==> src/rtl/execute_memory_pipe_pkg.sv <==
// Shared types for the execute->memory pipeline register: skid state encoding,
// control bundle layout and the bubble control value.
package execute_memory_pipe_pkg;

    typedef enum logic {
        SKID_EMPTY = 1'b0,
        SKID_FULL  = 1'b1
    } skid_state_e;

    typedef struct packed {
        logic [4:0] rd;
        logic       reg_write;
        logic       mem_read;
        logic       mem_write;
    } ctrl_t;

    localparam int unsigned CTRL_WIDTH = $bits(ctrl_t);

    localparam ctrl_t CTRL_BUBBLE = '{
        rd:        5'd0,
        reg_write: 1'b0,
        mem_read:  1'b0,
        mem_write: 1'b0
    };

endpackage

==> src/rtl/pipe_skid_entry.sv <==
// One registered payload slot with a valid flag; clear wins over load.
// Used both as the skid buffer and as the memory-side output register.
module pipe_skid_entry #(
    parameter int unsigned WIDTH = 8
) (
    input  logic             clock,
    input  logic             reset,
    input  logic             i_load,
    input  logic             i_clear,
    input  logic             i_valid,
    input  logic [WIDTH-1:0] i_data,
    output logic             o_valid,
    output logic [WIDTH-1:0] o_data
);

    logic             r_valid;
    logic [WIDTH-1:0] r_data;

    always_ff @(posedge clock) begin
        if (reset || i_clear) begin
            r_valid <= 1'b0;
            r_data  <= '0;
        end else if (i_load) begin
            r_valid <= i_valid;
            r_data  <= i_data;
        end
    end

    assign o_valid = r_valid;
    assign o_data  = r_data;

endmodule

==> src/rtl/execute_memory_pipe.sv <==
// Execute->memory pipeline register with stall/flush handling, bubbles while
// the multiplier is busy, and a one-entry skid for MULT results seen under stall.
module execute_memory_pipe
    import execute_memory_pipe_pkg::*;
#(
    parameter int CORE         = 0,
    parameter int DATA_WIDTH   = 32,
    parameter int ADDRESS_BITS = 20
) (
    input  logic                    clock,
    input  logic                    reset,
    input  logic                    stall,
    input  logic                    flush,
    input  logic                    ex_valid,
    input  logic                    ex_stall_ALU,
    input  logic                    ex_MULT_ready,
    input  logic [DATA_WIDTH-1:0]   ex_ALU_result,
    input  logic [DATA_WIDTH-1:0]   ex_store_data,
    input  logic [ADDRESS_BITS-1:0] ex_PC,
    input  logic [4:0]              ex_rd,
    input  logic                    ex_regWrite,
    input  logic                    ex_memRead,
    input  logic                    ex_memWrite,
    output logic                    ex_hold,
    output logic                    mem_valid,
    output logic [DATA_WIDTH-1:0]   mem_ALU_result,
    output logic [DATA_WIDTH-1:0]   mem_store_data,
    output logic [ADDRESS_BITS-1:0] mem_PC,
    output logic [4:0]              mem_rd,
    output logic                    mem_regWrite,
    output logic                    mem_memRead,
    output logic                    mem_memWrite,
    input  logic                    report
);

    localparam int unsigned PW = 2 * DATA_WIDTH + ADDRESS_BITS + CTRL_WIDTH;

    ctrl_t          w_ex_ctrl;
    ctrl_t          w_mem_ctrl;
    logic [PW-1:0]  w_ex_payload;
    logic [PW-1:0]  w_bubble;
    logic [PW-1:0]  w_skid_data;
    logic [PW-1:0]  w_out_data;
    logic [PW-1:0]  w_out_q;
    logic           w_skid_valid;
    logic           w_out_valid;
    logic           w_ex_fire;
    logic           w_skid_capture;
    logic           w_skid_load;
    logic           w_skid_clear;
    skid_state_e    r_skid_state;
    skid_state_e    w_skid_next;
    logic [31:0]    r_cycle;

    assign w_ex_ctrl = '{
        rd:        ex_rd,
        reg_write: ex_regWrite,
        mem_read:  ex_memRead,
        mem_write: ex_memWrite
    };
    assign w_ex_payload = {ex_ALU_result, ex_store_data, ex_PC, w_ex_ctrl};
    assign w_bubble     = {{(PW - CTRL_WIDTH){1'b0}}, CTRL_BUBBLE};

    // MULT_ready marks the final multiplier cycle, so it overrides stall_ALU.
    assign w_ex_fire      = ex_valid && (!ex_stall_ALU || ex_MULT_ready);
    assign w_skid_capture = stall && !flush && ex_valid && ex_MULT_ready;

    always_ff @(posedge clock) begin
        if (reset) begin
            r_skid_state <= SKID_EMPTY;
        end else begin
            r_skid_state <= w_skid_next;
        end
    end

    always_comb begin
        w_skid_next = r_skid_state;
        unique case (r_skid_state)
            SKID_EMPTY: if (w_skid_capture) w_skid_next = SKID_FULL;
            SKID_FULL:  if (flush || !stall) w_skid_next = SKID_EMPTY;
            default:    w_skid_next = SKID_EMPTY;
        endcase
    end

    always_comb begin
        w_skid_load  = (r_skid_state == SKID_EMPTY) && w_skid_capture;
        w_skid_clear = (r_skid_state == SKID_FULL) && (flush || !stall);
        ex_hold      = stall || (r_skid_state == SKID_FULL);
    end

    pipe_skid_entry #(
        .WIDTH (PW)
    ) u_skid (
        .clock   (clock),
        .reset   (reset),
        .i_load  (w_skid_load),
        .i_clear (w_skid_clear),
        .i_valid (1'b1),
        .i_data  (w_ex_payload),
        .o_valid (w_skid_valid),
        .o_data  (w_skid_data)
    );

    always_comb begin
        w_out_valid = 1'b0;
        w_out_data  = w_bubble;
        if (r_skid_state == SKID_FULL) begin
            w_out_valid = w_skid_valid;
            w_out_data  = w_skid_data;
        end else if (w_ex_fire) begin
            w_out_valid = 1'b1;
            w_out_data  = w_ex_payload;
        end
    end

    pipe_skid_entry #(
        .WIDTH (PW)
    ) u_out (
        .clock   (clock),
        .reset   (reset),
        .i_load  (!stall),
        .i_clear (flush),
        .i_valid (w_out_valid),
        .i_data  (w_out_data),
        .o_valid (mem_valid),
        .o_data  (w_out_q)
    );

    assign {mem_ALU_result, mem_store_data, mem_PC, w_mem_ctrl} = w_out_q;
    assign mem_rd       = w_mem_ctrl.rd;
    assign mem_regWrite = w_mem_ctrl.reg_write;
    assign mem_memRead  = w_mem_ctrl.mem_read;
    assign mem_memWrite = w_mem_ctrl.mem_write;

    always_ff @(posedge clock) begin
        if (reset) begin
            r_cycle <= 32'd0;
        end else begin
            r_cycle <= r_cycle + 32'd1;
        end
    end

`ifndef SYNTHESIS
    always @(posedge clock) begin
        if (report) begin
            $display("core %0d cycle %0d skid %s valid=%b res=%h sd=%h pc=%h rd=%0d rw=%b mr=%b mw=%b",
                     CORE, r_cycle, r_skid_state.name(), mem_valid, mem_ALU_result,
                     mem_store_data, mem_PC, mem_rd, mem_regWrite, mem_memRead, mem_memWrite);
        end
    end
`endif

endmodule

==> config.mk <==
export PLATFORM = sky130hd
export DESIGN_NAME = execute_memory_pipe
export DESIGN_NICKNAME = d
export VERILOG_FILES = /design/src/rtl/execute_memory_pipe_pkg.sv /design/src/rtl/pipe_skid_entry.sv /design/src/rtl/execute_memory_pipe.sv
export SDC_FILE = /design/constraint.sdc
export NUM_CORES = 1
export LEC_CHECK = 0
export CAP_MARGIN = 40
export CORE_UTILIZATION = 26
export DETAILED_ROUTE_END_ITERATION = 16
export SYNTH_ARGS = -nofsm -noshare
export SYNTH_HDL_FRONTEND = slang
export SYNTH_SLANG_ARGS = --single-unit
==> constraint.sdc <==
create_clock -name clock -period 3.8 [get_ports clock]
set_clock_uncertainty 0.05 [all_clocks]
set_input_delay 0.57 -clock clock [delete_from_list [all_inputs] [get_ports clock]]
set_output_delay 0.57 -clock clock [all_outputs]
set_load 0.03 [all_outputs]
==> impl_metrics.toml, run 1 <==
[clock_network]
ctsResizeCount = 0
postCtsHoldBufs = 0
cts_htree_levels = 4
cts_root_buffer = "clkbuf_16"
insertion_delay_ns = 0.43
post_cts_buffers = 0
ctsLongestPathBuffers = 2
numCtsBuffers = 17
clock_sinks = 187
tritoncts = "done"
clk_pin_slew_ns = 0.07

[sta]
worst_pin_slew_ns = 0.878
rsz0062_at_grt = "false"
max_freq_mhz = 373
hold_viol = 0
fin_ws_ns = 1.12
slew-limit-headroom = 0.414
finalCritPeriodShare = 0.705
finalSetupViolCount = 0
fin_tns_setup_ns = 0
hold_ws_ns = 0.420
fin_crit_ns = 2.68
finalMaxSlewViolations = 0

[critical_path]
cp_data_arrival_time_ns = 2.06
path_max_fanout = 45
startpoint_type = "flop"
critPathSlowestCell = "dfxtp_4"
end_kind = "output port"
crit_chain = "or2_2, clkdlybuf4s50_1"
cp_slowest_stage_delay_ns = 0.72
path_class = "reg2out"
cp_data_required_time_ns = 3.18

[detailed_routing]
wl_met3_mm = 1.75
viasPerCell = 5.17
wl_mm = 25.5
wire_per_inst_um = 17.2
wl_met1_mm = 11.7
initialDrtViolationCount = 611
drc_errors = 0
vias = 7647
met2_length_mm = 11.9
drtAntennaViolNets = 0
routed.top_layer = "met4"
drt-pass1-iter-count = 5

[global_routing]
grt_pass1_vias = 7474
grt_first_pass_wirelength_mm = 41.1
grt_max_degree = 67
overflow = 0
grt.total_usage = 0.166
antenna_found_initial = 0

[pwr]
ir_drop_v = 0.000293
power.static_leakage_nw = 3.38
p_per_area_mw_per_mm2 = 423

[finish]
final_nets = 1175
area_growth_pct = 34.0
multiInputGateArea_mm2 = 0.00326
n_fill_cell = 3033
n_antenna_cell = 0
drive_gt1_frac = 0.0533
ff_latch_area_mm2 = 0.00375

[die]
initial_core_util = 0.265
dieArea_mm2 = 0.0310
die_h_um = 176
coreArea_mm2 = 0.0297
die_width_um = 176
fp-row-count = 63
ios = 194

[synth]
synth_edf_count = 0
synth_common_cells = "187 x dfxtp_1, 185 x a21oi_1, 184 x nand3_1"
synth.largest_area_cell = "dfxtp_1"
synth.distinct_cells = 21
synth_area_leaders = "dfxtp_1 48%, a21oi_1 12%, nand3_1 12%, a221oi_1 10%, o21ai_0 5.8%"
synth_seq_cells = 187
synthesis.nets = 1061
synth_area_mm2 = 0.00788
avgSynthCellArea_um2 = 8.20
synth_warnings = 0
synthCells = 961
synth_ff_type = "dfxtp_1"
synth_most_common_cell = "dfxtp_1"
synth_top_cell_area_share = 0.475
synthArstFlopShare = 0
synth_seq_area_share = 0.475

[placed_design]
place_congestion = 0.714
dp_slack_ns = 0.840
io_buffer_count = 192
dp_hpwl_mm = 14.3

[outcome]
outcome = "finished clean"

[min_path]
min-delay-path-class = "reg2reg"

[run]
maxCapViolations = 0
flip-flops by register name (all words and copies together) (netlist names):
register        flops
u_out.o_data       92
u_skid.o_data      92
u_out.o_valid       1
u_skid.o_valid      1
r_skid_state        1
stage by stage:
stage	util	power (mW)	cells	instance area (um2)
2_1_floorplan	-	2.41	961	7880
6_report	0.355	4.46	1478	10600
3_5_place_dp	0.335	2.69	1446	9960
4_1_cts	0.355	4.54	1478	10600
5_1_grt	0.355	4.67	1478	10600
3_3_place_gp	0.335	2.69	1446	9960
path summary, 6_finish.rpt:
kind                            slack (ns)  cells after the start            start           endpoint
worst max register to register        1.33                      4     r_skid_state  u_skid.o_data[57]
worst min-delay path                  0.42                      2  u_out.o_data[2]    u_out.o_data[2]
worst max-delay path                  1.12                      2     r_skid_state            ex_hold
worst min register to register        0.42                      2  u_out.o_data[2]    u_out.o_data[2]
report_power, final:
part           total, mW  internal, mW  switching (mW)
logic              0.600         0.242           0.358
registers           2.05          2.02          0.0323
clock network       1.81         0.938           0.877
total               4.46          3.19            1.27
critical path: cells and delay by family, from the launching register on:
family | cells | cell delay [ns]
buf+inv | 1 | 0.71
flops | 1 | 0.72
simple gates | 1 | 0.21
per-layer routing:
metal,up-vias,track usage
met5,-,0
met4,0,0.0286
met3,9,0.0411
met2,273,0.275
met1,3681,0.219
li1,3684,-
logic make-up (layout without fill, tap and decap cells):
logic type,count (synthesis),after routing,synth area share
AOI/OAI and AO/OA,372,372,0.281
buffers and inverters,207,334,0.117
and+or+nand+nor,195,195,0.127
DFF,187,187,0.475
cell type report:
| class | instances | area share |
|---|---|---|
| clock inverter | 14 | 0.0153 |
| timing repair buffer | 208 | 0.200 |
| inverter | 94 | 0.0334 |
| tap | 390 | 0.0462 |
| multi-input combinational | 567 | 0.309 |
| clock buffer | 18 | 0.0407 |
| sequential | 187 | 0.355 |
placed cells by master (no fill, tap or decap):
| master | instances |
|---|---|
| buf_4 | 11 |
| nand4bb_4 | 1 |
| o21ai_0 | 92 |
| o21bai_4 | 1 |
| nor2b_1 | 2 |
| inv_2 | 1 |
| inv_6 | 1 |
| buf_12 | 6 |
| inv_8 | 4 |
| nor2_1 | 2 |
| a21oi_1 | 185 |
| clkinvlp_4 | 3 |
| or2_4 | 1 |
| bufinv_16 | 1 |
| clkbuf_1 | 1 |
| dfxtp_4 | 1 |
| clkbuf_16 | 17 |
| nor3_1 | 1 |
| or2_2 | 1 |
| nor2b_4 | 1 |
| nand3_1 | 184 |
| a221oi_1 | 93 |
| clkinv_8 | 2 |
| a22oi_1 | 1 |
| clkinv_4 | 2 |
| buf_6 | 1 |
| dfxtp_1 | 186 |
| and4bb_4 | 1 |
| clkinv_2 | 1 |
| clkdlybuf4s50_1 | 190 |
| nand2b_4 | 1 |
| inv_1 | 93 |
Note: power is estimated with default switching activity, not from simulation.
==> run 2: changes to the inputs <==
- clock period: 3.8 -> 2.6 ns (I/O delays scaled with it)
==> impl_metrics.toml, run 2 (synthesized netlist as in run 1, its figures left out) <==
[detailed_routing]
wl_mm = 25.8
drc_errors = 0
vias = 7759
wire_per_inst_um = 17.4
wl_met3_mm = 1.64
met2_length_mm = 11.8
routed.top_layer = "met4"
viasPerCell = 5.24
initialDrtViolationCount = 568
drt-pass1-iter-count = 5
drtAntennaViolNets = 0
wl_met1_mm = 12.2

[clock_network]
ctsResizeCount = 0
numCtsBuffers = 17
cts_htree_levels = 4
cts_root_buffer = "clkbuf_16"
clock_sinks = 187
post_cts_buffers = 0
postCtsHoldBufs = 0
clk_pin_slew_ns = 0.08
insertion_delay_ns = 0.43
ctsLongestPathBuffers = 2
tritoncts = "done"

[critical_path]
crit_chain = "or2_2, clkdlybuf4s50_1"
cp_slowest_stage_delay_ns = 0.74
path_class = "reg2out"
path_max_fanout = 27
cp_data_arrival_time_ns = 1.91
critPathSlowestCell = "clkdlybuf4s50_1"
startpoint_type = "flop"
cp_num_buf_inv = 1
critical-path-top-delay-family = "buffers and inverters"
end_kind = "output port"
cp_data_required_time_ns = 2.16

[finish]
n_fill_cell = 3068
final_nets = 1179
area_growth_pct = 35.4
drive_gt1_frac = 0.0577
final_cell_mix = "190 x clkdlybuf4s50_1, 186 x dfxtp_1, 185 x a21oi_1, 184 x nand3_1"
n_antenna_cell = 0
final_common_cell = "clkdlybuf4s50_1"

[die]
ios = 194
coreArea_mm2 = 0.0297
fp-row-count = 63
initial_core_util = 0.265
die_h_um = 176
dieArea_mm2 = 0.0310
die_width_um = 176

[placed_design]
place_congestion = 0.749
dp_hpwl_mm = 14.6
io_buffer_count = 192

[global_routing]
grt.total_usage = 0.165
overflow = 0
grt_max_degree = 115
antenna_found_initial = 1
grt_first_pass_wirelength_mm = 40.6
grt_pass1_vias = 7470

[sta]
slew-limit-headroom = 0.513
finalCritPeriodShare = 0.904
finalMaxSlewViolations = 0
fin_crit_ns = 2.35
max_freq_mhz = 425
fin_tns_setup_ns = 0
hold_ws_ns = 0.419
rsz0062_at_grt = "false"
worst_pin_slew_ns = 0.731
hold_viol = 0
finalSetupViolCount = 0

[pwr]
p_per_area_mw_per_mm2 = 623
power.static_leakage_nw = 3.44
ir_drop_v = 0.000359

[run]
maxCapViolations = 0

[min_path]
min-delay-path-class = "reg2reg"

[outcome]
outcome = "finished clean"
run 2: cell count changes in the layout (fill, tap and decap cells not counted), moves of 2 or more:
cell,before,now
clkinv_4,2,4
clkinvlp_4,3,1
buf_12,6,11
inv_8,4,2
inv_6,1,4
run 2: where the power goes:
part / total [mW] / leakage (nW) / switching (mW) / internal [mW]
clock network: 2.77 / 0.299 / 1.28 / 1.49
logic: 0.897 / 1.62 / 0.530 / 0.367
registers: 2.99 / 1.52 / 0.0465 / 2.95
run 2: worst paths after layout:
kind / startpoint / to / slack (ns) / depth (start not counted)
worst min-delay path: u_out.o_data[72] / u_out.o_data[72] / 0.42 / 2
worst max register to register: r_skid_state / u_skid.o_data[44] / 0.62 / 5
worst max-delay path: r_skid_state / ex_hold / 0.25 / 2
worst min register to register: u_out.o_data[72] / u_out.o_data[72] / 0.42 / 2
run 2: cell type report:
type	instances	area, um2	area share
flip-flops and latches	187	3750	0.351
multi-input cells	567	3260	0.305
clock buffers	18	439	0.0412
clock inverters	14	176	0.0165
inverters	94	353	0.0331
repair buffers	212	2210	0.207
well taps	390	488	0.0457
run 2: metal layers:
layer,global-route usage,up-vias
li1,-,3698
met1,0.221,3820
met2,0.263,225
met3,0.0381,16
met4,0.0460,0
met5,0,-
run 2: per-stage QoR:
| step | std cells | utilization | setup slack, ns | area (um2) | total power, mW |
|---|---|---|---|---|---|
| final | 1482 | 0.359 | 0.250 | 10700 | 6.65 |
| after global routing | 1482 | 0.359 | 0.176 | 10700 | 6.95 |
| after CTS | 1482 | 0.359 | 0.213 | 10700 | 6.73 |
| after detailed placement | 1450 | 0.338 | 0.466 | 10100 | 3.96 |
| after global placement | 1450 | 0.338 | 0.505 | 10100 | 3.95 |
| after floorplan | 961 | - | 0.941 | 7880 | 3.53 |
run 2: tightest hold or removal path, stage by stage, from the launching register on:
cell and delay, ns:
dfxtp_1 0.31, inv_1 0.04, a221oi_1 0.06
